==> src/rtl/adder_pkg.sv <==
// Shared constants and helpers for the pipelined add/subtract unit.
package adder_pkg;

  localparam logic OP_ADD = 1'b0;
  localparam logic OP_SUB = 1'b1;

  function automatic int unsigned chunk_width(input int unsigned width, input int unsigned stages);
    return width / stages;
  endfunction

endpackage

==> src/rtl/adder_stage.sv <==
// One carry-chained slice of the pipelined adder: purely combinational CHUNK-bit add.
module adder_stage #(
  parameter int unsigned CHUNK = 8
) (
  input  logic [CHUNK-1:0] a,
  input  logic [CHUNK-1:0] b,
  input  logic             cin,
  output logic [CHUNK-1:0] sum,
  output logic             cout
);

  assign {cout, sum} = {1'b0, a} + {1'b0, b} + {{CHUNK{1'b0}}, cin};

endmodule

==> src/rtl/pipelined_adder.sv <==
// Pipelined WIDTH-bit add/subtract: one CHUNK-bit slice per stage, global-stall handshake,
// carry / signed-overflow / zero flags registered alongside the result.
module pipelined_adder
  import adder_pkg::*;
#(
  parameter int unsigned WIDTH  = 32,
  parameter int unsigned STAGES = 4
) (
  input  logic             clk,
  input  logic             rst_n,
  input  logic             in_valid,
  output logic             in_ready,
  input  logic [WIDTH-1:0] in_a,
  input  logic [WIDTH-1:0] in_b,
  input  logic             in_sub,
  output logic             out_valid,
  input  logic             out_ready,
  output logic [WIDTH-1:0] out_sum,
  output logic             out_carry,
  output logic             out_ovf,
  output logic             out_zero
);

  localparam int unsigned CHUNK = chunk_width(WIDTH, STAGES);
  localparam int unsigned LAST  = STAGES - 1;

  if (STAGES < 1 || STAGES > WIDTH) begin : g_bad_stages
    $error("pipelined_adder: STAGES must lie in 1..WIDTH");
  end
  if (WIDTH % STAGES != 0) begin : g_bad_split
    $error("pipelined_adder: WIDTH must be a multiple of STAGES");
  end

  // Per-stage registers; a_q/b_q carry the not-yet-added upper chunks (B already inverted).
  logic [STAGES-1:0][WIDTH-1:0] a_q, b_q, sum_q;
  logic [STAGES-1:0]            carry_q, valid_q;
  logic                         ovf_q, zero_q;

  logic [STAGES-1:0][WIDTH-1:0] a_in, b_in, sum_in, sum_d;
  logic [STAGES-1:0]            cin, cout, valid_in;
  logic [STAGES-1:0][CHUNK-1:0] chunk_sum;
  logic                         ovf_d, zero_d;
  logic                         advance;

  assign advance  = ~valid_q[LAST] | out_ready;
  assign in_ready = advance;

  always_comb begin
    a_in     = '0;
    b_in     = '0;
    cin      = '0;
    sum_in   = '0;
    valid_in = '0;
    a_in[0]     = in_a;
    b_in[0]     = (in_sub == OP_SUB) ? ~in_b : in_b;
    cin[0]      = in_sub;
    valid_in[0] = in_valid;
    for (int unsigned i = 1; i < STAGES; i++) begin
      a_in[i]     = a_q[i-1];
      b_in[i]     = b_q[i-1];
      cin[i]      = carry_q[i-1];
      sum_in[i]   = sum_q[i-1];
      valid_in[i] = valid_q[i-1];
    end
  end

  for (genvar g = 0; g < STAGES; g++) begin : g_stage
    adder_stage #(
      .CHUNK(CHUNK)
    ) u_stage (
      .a   (a_in[g][g*CHUNK +: CHUNK]),
      .b   (b_in[g][g*CHUNK +: CHUNK]),
      .cin (cin[g]),
      .sum (chunk_sum[g]),
      .cout(cout[g])
    );
  end

  always_comb begin
    sum_d = sum_in;
    for (int unsigned i = 0; i < STAGES; i++) begin
      sum_d[i][i*CHUNK +: CHUNK] = chunk_sum[i];
    end
  end

  // Flags only matter once the last chunk is added; operand MSBs sit in the last skew slot.
  assign ovf_d  = (a_in[LAST][WIDTH-1] == b_in[LAST][WIDTH-1]) &
                  (sum_d[LAST][WIDTH-1] != a_in[LAST][WIDTH-1]);
  assign zero_d = ~|sum_d[LAST];

  always_ff @(posedge clk) begin
    if (!rst_n) begin
      a_q     <= '0;
      b_q     <= '0;
      sum_q   <= '0;
      carry_q <= '0;
      valid_q <= '0;
      ovf_q   <= 1'b0;
      zero_q  <= 1'b0;
    end else if (advance) begin
      a_q     <= a_in;
      b_q     <= b_in;
      sum_q   <= sum_d;
      carry_q <= cout;
      valid_q <= valid_in;
      ovf_q   <= ovf_d;
      zero_q  <= zero_d;
    end
  end

  assign out_valid = valid_q[LAST];
  assign out_sum   = sum_q[LAST];
  assign out_carry = carry_q[LAST];
  assign out_ovf   = ovf_q;
  assign out_zero  = zero_q;

  // The final skew slot has nothing left to add.
  logic unused_skew;
  assign unused_skew = ^{a_q[LAST], b_q[LAST]};

endmodule

==> config.mk <==
export PLATFORM = sky130hd
export DESIGN_NAME = pipelined_adder
export DESIGN_NICKNAME = d
export VERILOG_FILES = /design/src/rtl/adder_pkg.sv /design/src/rtl/adder_stage.sv /design/src/rtl/pipelined_adder.sv
export SDC_FILE = /design/constraint.sdc
export NUM_CORES = 1
export LEC_CHECK = 0
export ABC_CLOCK_PERIOD_IN_PS = 3700
export CORE_ASPECT_RATIO = 2
export CORE_UTILIZATION = 56
export DETAILED_ROUTE_END_ITERATION = 7
export PLACE_DENSITY = 0.8
export REMOVE_ABC_BUFFERS = 1
export SYNTH_ARGS = -nofsm -noshare
export SYNTH_HDL_FRONTEND = slang
export SYNTH_HIERARCHICAL = 1
export SYNTH_SLANG_ARGS = --single-unit
==> constraint.sdc <==
create_clock -name clk -period 3.7 [get_ports clk]
set_input_delay 1.11 -clock clk [delete_from_list [all_inputs] [get_ports clk]]
set_output_delay 1.11 -clock clk [all_outputs]
set_load 0.05 [all_outputs]
==> results.tsv <==
metric	value	unit
WP data arrival	1.99	ns
DR iter-0 viols	287	
status	completed	
IR drop worst, VDD	0.000314	V
vias in the first global route	6244	
cell count of the worst reg-to-reg path	9	
post-route minimum period	3.10	ns
unrepaired setup endpoints after global routing	no	
GRT Total Usage	21.5	%
Synth Register Bits	186	
vias per cell	5.28	
Synth Instances	994	
die area	0.0159	mm^2
slowest stage cell, crit path	clkdlybuf4s50_1	
first-pass iteration count of the detailed router	6	
layout cells sized above 1	4.77	%
leak pwr	4.18	nW
Fin. Hold Viols	0	
Vias	6675	
smallest hold slack	0.447	ns
CTS tree	yes	
max cap viols	0	
CP required	2.59	ns
clk root buf	clkbuf_16	
first-pass GRT wire length	27800	um
FF-to-FF setup slack	0.90	ns
Crit. Startpoint	out_ready	
CP max FO	2	
Layout Nets	1162	
starting density of the core	57.6	%
crit path capture	in_ready	
Slew Limit Fails	0	
post-route ant nets	0	
Mean Syn Cell Area	8.69	um^2
Hold Path Stages	2	
port buffer count	105	
setup bufs post-CTS	0	
Post-Syn Area	0.00863	mm^2
post-layout util	67.6	%
crit-path cells	clkdlybuf4s50_1, nor2b_4, inv_6, buf_12	
Hold-fix buffers, CTS	0	
post-cts resize count	0	
Hold Crit Class	flip-flop to flip-flop	
Worst R2R End	out_zero	
Chip Width	89.8	um
die height	178	um
crit-path max cell delay	0.44	ns
Clock Sinks	186	
clk slew on worst S/H paths	0.07	ns
Layout area overhead	17.3	%
initial antenna violation count	0	
Antenna Cells	0	
Setup TNS Final	0	ns
Synth Flop Type	dfxtp_1	
WL/cell	13.2	um
relative slew slack	40.2	%
achievable frequency	322	MHz
core area	0.0150	mm^2
WL final	16800	um
Setup Crit Path Kind	primary input to output port	
Detail Placement HPWL	10800	um
IO Pins	106	
worst r2r src	a_in[120]	
DP Worst Slack	0.259	ns
Clock Latency Late Sink	0.43	ns
routability congestion estimate	0.779	
DRC Markers	0	
number of flops mapped to enable cells by yosys	0	
gr ovfl total	0	
Tcrit/Tclk final	83.8	%
post-synth cell types	41	
H-tree levels	4	
CTS buffer count	17	
total power	4.61	mW
number of cell rows	63	
Critical Path Source Type	primary input	
CTS max path bufs	2	
P per Cell Area	455	mW/mm^2
post-route setup slack	0.598	ns
Synth async-reset ratio	0	%
Slew @ Worst Pin	0.897	ns
Setup Skew	0.00842	ns
post-synthesis sequential area ratio	43.1	%
Synth Warn #	6	
crit end category	output port	
pin count of the biggest net entering global routing	211	
Final setup viols	0	
cell usage after synthesis (2+ instances only):
| cell | number | area share, % |
|---|---|---|
| a21o_1 | 8 | 0.70 |
| buf_4 | 4 | 0.35 |
| nor3_1 | 7 | 0.41 |
| a311o_1 | 8 | 0.93 |
| o211a_1 | 25 | 2.9 |
| nand4_1 | 3 | 0.22 |
| a21boi_0 | 20 | 1.7 |
| a2111oi_0 | 2 | 0.20 |
| nor4_1 | 10 | 0.72 |
| dfxtp_1 | 186 | 43 |
| o221a_2 | 2 | 0.26 |
| xor2_1 | 16 | 1.6 |
| nand3_1 | 12 | 0.70 |
| nor2b_1 | 6 | 0.43 |
| buf_2 | 17 | 0.99 |
| buf_6 | 21 | 2.7 |
| o21bai_1 | 4 | 0.35 |
| nand2b_1 | 2 | 0.14 |
| nand2_1 | 352 | 15 |
| nand3b_1 | 3 | 0.26 |
| ha_1 | 28 | 4.1 |
| a221oi_1 | 2 | 0.20 |
| inv_2 | 4 | 0.17 |
| a21oi_2 | 2 | 0.20 |
| o211ai_1 | 2 | 0.17 |
| fa_1 | 8 | 1.9 |
| o21ai_0 | 4 | 0.23 |
| clkbuf_1 | 23 | 1.0 |
| o21a_1 | 3 | 0.26 |
| inv_1 | 8 | 0.35 |
| mux2i_1 | 2 | 0.23 |
| a21boi_1 | 139 | 12 |
| nor2_1 | 5 | 0.22 |
| a21oi_1 | 18 | 1.0 |
| xnor2_1 | 32 | 3.2 |
area by class of cell:
cell class / instances / area (um^2)
repair buffers: 110 / 1130
inverters: 13 / 53.8
clock inverters: 13 / 110
clock buffers: 19 / 453
flip-flops and latches: 186 / 3720
multi-input cells: 729 / 4420
fillers: 1280 / 4850
well taps: 195 / 244
stage by stage:
stage / instances / cell area [um^2]
5_1_grt: 1265 / 10100
6_report: 1265 / 10100
4_1_cts: 1265 / 10100
3_5_place_dp: 1233 / 9570
2_1_floorplan: 928 / 8190
3_3_place_gp: 1233 / 9570
critical path, delay by kind of cell:
kind | cells | cell delay, ns
buf+inv | 3 | 0.65
simple gates | 1 | 0.23
kinds of logic (layout without fill, tap and decap cells):
kind of cell | Yosys count | count (layout) | share of synthesized area (%)
fa+ha+maj | 36 | 36 | 5.91
simple gates | 403 | 403 | 18.8
buf+inv | 79 | 155 | 5.72
mux | 2 | 2 | 0.232
xor+xnor | 48 | 48 | 4.87
compound gates | 240 | 240 | 21.4
flops | 186 | 186 | 43.1
cells in the final DEF, fill, tap and decap left out, drive strengths merged, types with 5 or more instances in the layout:
cell type / n
ha: 28
nand3: 12
inv: 19
nor3: 7
nand2: 352
a311o: 8
a21boi: 159
fa: 8
a21oi: 20
a21o: 8
nor4: 10
xnor2: 32
clkbuf: 19
dfxtp: 186
o211a: 25
nor2: 5
buf: 8
xor2: 16
clkdlybuf4s50: 102
nor2b: 7
how the worst min path moves through the flow:
stage | slack (ns) | end | startpoint
finish | 0.45 | out_sum[21] | out_sum[21]
global route | 0.47 | sum_d[33] | sum_d[33]
detailed placement | 0.44 | out_sum[10] | out_sum[10]
global placement | 0.44 | out_sum[0] | out_sum[0]
CTS | 0.45 | out_sum[10] | out_sum[10]
floorplan | 0.43 | a_in[48] | a_in[48]
per-layer routing:
layer	part of all wire [%]	vias to the layer above	GRT usage [%]
li1	-	3442	-
met1	42	3115	23.4
met2	54	97	40.9
met3	2.0	21	3.68
met4	2.0	0	8.06
met5	0	-	0
power breakdown:
group / total [mW] / internal, mW / leakage [nW] / switching [mW]
Combinational: 0.672 / 0.325 / 2.38 / 0.347
Sequential: 2.22 / 2.14 / 1.53 / 0.0799
Clock: 1.71 / 0.914 / 0.267 / 0.801
flip-flops by register name, indices dropped and copies added, names as in the netlist:
| signal | flops |
|---|---|
| out_ovf | 1 |
| a_in | 48 |
| b_in | 48 |
| valid_q | 4 |
| carry_q | 4 |
| out_zero | 1 |
| out_sum | 32 |
| sum_d | 48 |
Note: power is estimated with default switching activity, not from simulation.
